<file path="src/rtl/stopwatch_pkg.sv">
// rtl/stopwatch_pkg.sv - shared types, widths and digit limits for the BCD stopwatch
package stopwatch_pkg;

    localparam int BCD_W            = 4;
    localparam int NUM_DIGITS       = 6;
    localparam int COUNT_W          = BCD_W * NUM_DIGITS;
    localparam int MIN_TENS_MAX_DEF = 5;

    typedef enum logic [2:0] {
        IDLE      = 3'd0,
        RUN       = 3'd1,
        PAUSE     = 3'd2,
        RUN_LAP   = 3'd3,
        PAUSE_LAP = 3'd4
    } sw_state_t;

    // Digit index 0 is c1 (least significant), index 5 is m10.
    // Limits from m10 down to c1 are {min_tens_max, 9, 5, 9, 9, 9}.
    function automatic int digit_max(input int idx, input int min_tens_max);
        case (idx)
            3:       return 5;
            5:       return min_tens_max;
            default: return 9;
        endcase
    endfunction

    // Packed terminal value, e.g. 24'h595999 for the default 59:59.99.
    function automatic logic [COUNT_W-1:0] count_max(input int min_tens_max);
        logic [COUNT_W-1:0] v;
        v = '0;
        for (int i = 0; i < NUM_DIGITS; i++) begin
            v[i*BCD_W +: BCD_W] = BCD_W'(digit_max(i, min_tens_max));
        end
        return v;
    endfunction

    function automatic logic is_running(input sw_state_t s);
        return (s == RUN) || (s == RUN_LAP);
    endfunction

    function automatic logic is_lap(input sw_state_t s);
        return (s == RUN_LAP) || (s == PAUSE_LAP);
    endfunction

endpackage

</file>
<file path="src/rtl/bcd_digit_counter.sv">
// rtl/bcd_digit_counter.sv - one BCD digit with a configurable top value and carry out
module bcd_digit_counter
    import stopwatch_pkg::*;
#(
    parameter int MAX = 9
) (
    input  logic             clk_in,
    input  logic             rst,
    input  logic             clr,
    input  logic             inc,
    output logic [BCD_W-1:0] digit,
    output logic             carry_out
);

    localparam logic [BCD_W-1:0] L_MAX = BCD_W'(MAX);

    logic [BCD_W-1:0] r_digit;

    // Advance on inc; any value at or beyond the limit folds back to zero.
    always_ff @(posedge clk_in) begin
        if (rst || clr) begin
            r_digit <= '0;
        end else if (inc) begin
            if (r_digit >= L_MAX) begin
                r_digit <= '0;
            end else begin
                r_digit <= r_digit + BCD_W'(1);
            end
        end
    end

    // Carry only on a genuine wrap from the limit, so a corrupt digit never ripples upward.
    assign carry_out = inc && (r_digit == L_MAX);
    assign digit     = r_digit;

endmodule

</file>
<file path="src/rtl/stopwatch_bcd.sv">
// rtl/stopwatch_bcd.sv - MM:SS.cc BCD stopwatch with run/pause, clear and lap freeze
module stopwatch_bcd
    import stopwatch_pkg::*;
#(
    parameter int WRAP         = 1,
    parameter int MIN_TENS_MAX = MIN_TENS_MAX_DEF
) (
    input  logic               clk_in,
    input  logic               rst,
    input  logic               tick,
    input  logic               start_stop,
    input  logic               clear,
    input  logic               lap,
    output logic [COUNT_W-1:0] disp_digits,
    output logic               running,
    output logic               lap_active,
    output logic               rollover
);

    localparam logic [COUNT_W-1:0] L_COUNT_MAX = count_max(MIN_TENS_MAX);
    // c1 of the terminal value is 9, so subtracting one only touches c1.
    localparam logic [COUNT_W-1:0] L_COUNT_PRE = L_COUNT_MAX - COUNT_W'(1);
    localparam logic               L_WRAP      = (WRAP != 0);

    sw_state_t          r_state;
    sw_state_t          w_state_nxt;
    logic               r_running;
    logic               r_lap_active;
    logic               r_rollover;
    logic [COUNT_W-1:0] r_latch;
    logic [COUNT_W-1:0] r_disp;

    logic [COUNT_W-1:0]    w_count;
    logic [NUM_DIGITS-1:0] w_carry;
    logic [NUM_DIGITS-1:0] w_dinc;
    logic                  w_at_max;
    logic                  w_at_pre;
    logic                  w_hold_term;
    logic                  w_inc;
    logic                  w_term;
    logic                  w_roll;
    logic                  w_latch_cap;

    assign w_at_max    = (w_count == L_COUNT_MAX);
    assign w_at_pre    = (w_count == L_COUNT_PRE);
    // Saturating build parked at the top value: the count is frozen until clear.
    assign w_hold_term = !L_WRAP && w_at_max;

    // Counting follows the registered state, so the start pulse's own tick is not counted
    // while the stop pulse's tick still is.
    assign w_inc  = tick && is_running(r_state) && !clear && !w_hold_term;
    assign w_term = !L_WRAP && w_inc && w_at_pre;
    assign w_roll = L_WRAP ? w_carry[NUM_DIGITS-1] : w_term;

    // Only a lap that is actually acted on from RUN captures the pre-increment count.
    assign w_latch_cap = !clear && !start_stop && lap && (r_state == RUN);

    assign w_dinc = {w_carry[NUM_DIGITS-2:0], w_inc};

    generate
        for (genvar g = 0; g < NUM_DIGITS; g++) begin : g_digit
            bcd_digit_counter #(
                .MAX(digit_max(g, MIN_TENS_MAX))
            ) u_digit (
                .clk_in    (clk_in),
                .rst       (rst),
                .clr       (clear),
                .inc       (w_dinc[g]),
                .digit     (w_count[g*BCD_W +: BCD_W]),
                .carry_out (w_carry[g])
            );
        end
    endgenerate

    // Next state: clear beats start_stop beats lap; saturation then forces a pause.
    always_comb begin
        w_state_nxt = r_state;
        if (clear) begin
            w_state_nxt = IDLE;
        end else if (start_stop) begin
            case (r_state)
                IDLE:      w_state_nxt = RUN;
                RUN:       w_state_nxt = PAUSE;
                RUN_LAP:   w_state_nxt = PAUSE_LAP;
                PAUSE:     w_state_nxt = w_hold_term ? PAUSE : RUN;
                PAUSE_LAP: w_state_nxt = w_hold_term ? PAUSE_LAP : RUN_LAP;
                default:   w_state_nxt = IDLE;
            endcase
        end else if (lap) begin
            case (r_state)
                RUN:       w_state_nxt = RUN_LAP;
                RUN_LAP:   w_state_nxt = RUN;
                PAUSE_LAP: w_state_nxt = PAUSE;
                IDLE:      w_state_nxt = IDLE;
                PAUSE:     w_state_nxt = PAUSE;
                default:   w_state_nxt = IDLE;
            endcase
        end
        if (w_term) begin
            if (w_state_nxt == RUN) begin
                w_state_nxt = PAUSE;
            end else if (w_state_nxt == RUN_LAP) begin
                w_state_nxt = PAUSE_LAP;
            end
        end
    end

    // Control FSM with status flags registered alongside the state they describe.
    always_ff @(posedge clk_in) begin
        if (rst) begin
            r_state      <= IDLE;
            r_running    <= 1'b0;
            r_lap_active <= 1'b0;
            r_rollover   <= 1'b0;
        end else begin
            r_state      <= w_state_nxt;
            r_running    <= is_running(w_state_nxt);
            r_lap_active <= is_lap(w_state_nxt);
            r_rollover   <= w_roll;
        end
    end

    // Lap latch: snapshot of the live count taken when the display freezes.
    always_ff @(posedge clk_in) begin
        if (rst || clear) begin
            r_latch <= '0;
        end else if (w_latch_cap) begin
            r_latch <= w_count;
        end
    end

    // Display register: one cycle behind the count, showing the latch while frozen.
    always_ff @(posedge clk_in) begin
        if (rst) begin
            r_disp <= '0;
        end else begin
            r_disp <= is_lap(r_state) ? r_latch : w_count;
        end
    end

    assign disp_digits = r_disp;
    assign running     = r_running;
    assign lap_active  = r_lap_active;
    assign rollover    = r_rollover;

endmodule

</file>
<file path="config.mk">
export PLATFORM = sky130hd
export DESIGN_NAME = stopwatch_bcd
export DESIGN_NICKNAME = d
export VERILOG_FILES = /design/src/rtl/stopwatch_pkg.sv /design/src/rtl/bcd_digit_counter.sv /design/src/rtl/stopwatch_bcd.sv
export SDC_FILE = /design/constraint.sdc
export NUM_CORES = 1
export LEC_CHECK = 0
export CORE_ASPECT_RATIO = 0.9
export CORE_MARGIN = 2
export CORE_UTILIZATION = 50
export CTS_CLUSTER_DIAMETER = 30
export DETAILED_ROUTE_END_ITERATION = 12
export GPL_TIMING_DRIVEN = 0
export PLACE_DENSITY = 0.79
export SLEW_MARGIN = 20
export SYNTH_ARGS = -nofsm -noshare
export SYNTH_HDL_FRONTEND = slang
export SYNTH_SLANG_ARGS = --single-unit
</file>
<file path="constraint.sdc">
create_clock -name clk_in -period 2.6 [get_ports clk_in]
set_clock_uncertainty 0.2 [all_clocks]
set_input_delay 0.39 -clock clk_in [delete_from_list [all_inputs] [get_ports clk_in]]
set_output_delay 0.39 -clock clk_in [all_outputs]
set_load 0.02 [all_outputs]
</file>
==> run_results.csv <==
group,metric,value,unit
route,drc_errors,0,
floorplanning,core,6621,um2
route,met3WireLength,408,um
timing,fmax,446.9,MHz
route,dr.pass1.iters,5,
cells_and_area,design_area,4070,um2
worst_setup_path,cp.required,2.62,ns
floorplanning,io_pins,33,
min_path,hold_end,"r_latch[19]",
timing,period_needed,2.237,ns
clocking,hold_buffers,0,
worst_setup_path,arrival,2.26,ns
synthesis,synthCells,414,
global_routing,grt_use_total,21.10,%
placement,post-dp-hpwl,5195,um
route,detailroute.wirelength.met2,3617,um
clocking,cts_buffer_depth,2,
cells_and_area,final_common_cell,"nand2_1",
synthesis,synth_area_per_cell,8.350,um2
route,initialDrtViolationCount,162,
route,route.top_layer_used,"met4",
min_path,hold_path.startpoint,"r_latch[19]",
timing,hold_viol,0,
clocking,post_cts_buffers,0,
min_path,hp-class,"reg2reg",
worst_setup_path,reg2regPathDepth,6,
synthesis,ys.flop_type,"dfxtp_1",
power,power_frac_seq,55.3,%
global_routing,grt_pass1_wl,12970,um
timing,whs,0.2578,ns
synthesis,synthArstFlopShare,0,%
timing,drv_slew,0,
power,combPwrFrac,3.1,%
synthesis,yosysSeqAreaShare,45.17,%
timing,grt_setup_unrepaired,"no",
worst_setup_path,path_max_fanout,10,
synthesis,yosys_warnings,0,
floorplanning,die_x,91.65,um
cells_and_area,fin_nets,480,
power,intPower,1.662,mW
synthesis,syn_area,3457,um2
power,p_per_area,531.8,nW/um2
clocking,cts_tree,"yes",
power,pwr-share-clk,41.6,%
timing,fin_crit_sh,86.06,%
clocking,htreeDepth,3,
floorplanning,die_h,82.89,um
placement,postPlaceCellArea,3880,um2
power,power_switching,0.5020,mW
timing,worstMarginPinSlew,0.6100,ns
floorplanning,die_area,7596,um2
synthesis,yosys_register_bits,78,
route,postRouteAntennaNets,0,
floorplanning,initial_core_util,52.21,%
power,p_leak,1.405,nW
timing,tns,0,ns
clocking,path_clk_slew,0.08,ns
floorplanning,rows,28,
power,netSwitchingFraction,23.19,%
timing,setup_viol,0,
global_routing,antenna_found_initial,0,
placement,gp_congestion,0.8859,
min_path,min_path_cells,2,
clocking,ctsResizeCount,0,
route,wl,7629,um
timing,slew_headroom,59.34,%
route,routedLengthMet1,3504,um
global_routing,grt_max_degree,14,
power,finalPower,2.164,mW
synthesis,synth-edff-count,0,
worst_setup_path,cp-start-kind,"input port",
placement,io_buffer_count,31,
status,status,"finished, final reports clean",
cells_and_area,drive_above_1_share,8.894,%
clocking,cts_made_buffers,9,
route,wl_per_cell,13.85,um
worst_setup_path,crit_path_end_kind,"flip-flop",
cells_and_area,antenna_cells,0,
job,max_cap_viol_count,0,
clocking,clkSinkCount,78,
clocking,cts_root_buffer,"clkbuf_8",
worst_setup_path,rr_endpoint,"g_digit[5].u_digit.digit[2]",
cells_and_area,mostFrequentLayoutCells,"110 x nand2_1, 78 x dfxtp_1, 62 x a21oi_1, 31 x clkdlybuf4s50_1, 18 x ha_1",
synthesis,syn-num-nets,438,
global_routing,grt_pass1_vias,2836,
route,detailroute.via_count,2996,
route,viasPerCell,5.437,
clocking,clock_latency,0.36,ns
synthesis,ys_types,53,
worst_setup_path,reg2reg_slack,0.45,ns
worst_setup_path,worst-setup-path-type,"in2reg",
power,ir_worst_vdd,0.3600,mV
worst_setup_path,r2r-start,"g_digit[0].u_digit.digit[0]",
cells_and_area,area_growth,17.73,%
global_routing,overflow,0,
-- area by class of cell --
| cell class | instances | area (um2) |
|---|---|---|
| Buffer | 27 | 148.9 |
| Clock inverter | 5 | 58.81 |
| Tap cell | 90 | 112.6 |
| Sequential cell | 78 | 1562 |
| Fill cell | 592 | 2551 |
| Multi-Input combinational cell | 295 | 1694 |
| Timing Repair Buffer | 31 | 310.3 |
| Inverter | 14 | 52.55 |
| Clock buffer | 11 | 131.4 |
-- Yosys cell counts (4+ instances only) --
cell type / number / area, um2
dfxtp_1: 78 / 1562
buf_2: 11 / 55.05
nand2_1: 110 / 412.9
nor2_1: 16 / 60.06
nor2b_1: 5 / 31.28
clkbuf_1: 10 / 37.54
o21ai_0: 4 / 20.02
and3b_1: 4 / 35.03
nand3_1: 6 / 30.03
ha_1: 18 / 225.2
inv_1: 14 / 52.55
a21oi_1: 62 / 310.3
nand2b_1: 5 / 31.28
a41oi_1: 4 / 35.03
nand4_1: 7 / 43.79
-- critical path, cell delays in order --
cell and delay (ns):
clkdlybuf4s50_1 0.60, or2_2 0.23, clkbuf_1 0.43, clkbuf_1 0.52, a21oi_1 0.09
-- cells by family (layout without fill, tap and decap cells) --
family	count (synthesis)	after routing	synth area share, %
buffers and inverters	41	88	5.827
DFF	78	78	45.17
AOI/OAI and AO/OA	94	94	16.79
and+or+nand+nor	175	175	23.56
adders and majority gates	18	18	6.515
muxes	3	3	0.8687
xor gates and xnor gates	5	5	1.267
-- power groups by stage --
stage	registers (mW)	logic [mW]	clock network [mW]
final	1.20	0.0678	0.900
after global routing	1.20	0.0734	0.956
after CTS	1.20	0.0675	0.911
after detailed placement	1.22	0.0673	0
after global placement	1.22	0.0654	0
after floorplan	1.23	0.0383	0
-- state kept, by name, indices dropped and copies added (netlist names) --
signal / flops
r_latch: 24
running: 1
lap_active: 1
g_digit.u_digit.digit: 24
r_state: 3
rollover: 1
disp_digits: 24
-- worst max-delay path by stage --
stage                                      startpoint                          end  slack (ns)  cells after the start
after detailed placement                        clear                  r_latch[20]      -0.001                      5
after CTS                                       clear                  r_latch[20]        0.40                      5
after global placement                          clear                  r_latch[23]        0.06                      5
after global routing      g_digit[0].u_digit.digit[0]  g_digit[5].u_digit.digit[2]        0.29                      6
after floorplan           g_digit[0].u_digit.digit[0]  g_digit[3].u_digit.digit[2]        0.77                      7
final                                           clear                  r_latch[20]        0.36                      5
-- metrics by stage --
step | utilization (%) | instances | setup WS (ns)
5_1_grt | 61.47 | 551 | 0.2864
3_3_place_gp | 58.60 | 535 | 0.06248
3_5_place_dp | 58.60 | 535 | -0.001140
4_1_cts | 61.47 | 551 | 0.4013
2_1_floorplan | - | 414 | 0.7745
6_report | 61.47 | 551 | 0.3625
-- routing by layer --
metal	vias to the layer above	GRT usage, %
met4	0	7.438
met3	12	6.534
met5	-	0
met2	70	33.16
met1	1429	27.39
li1	1485	-
No activity file was read; power rests on OpenSTA's default activity.
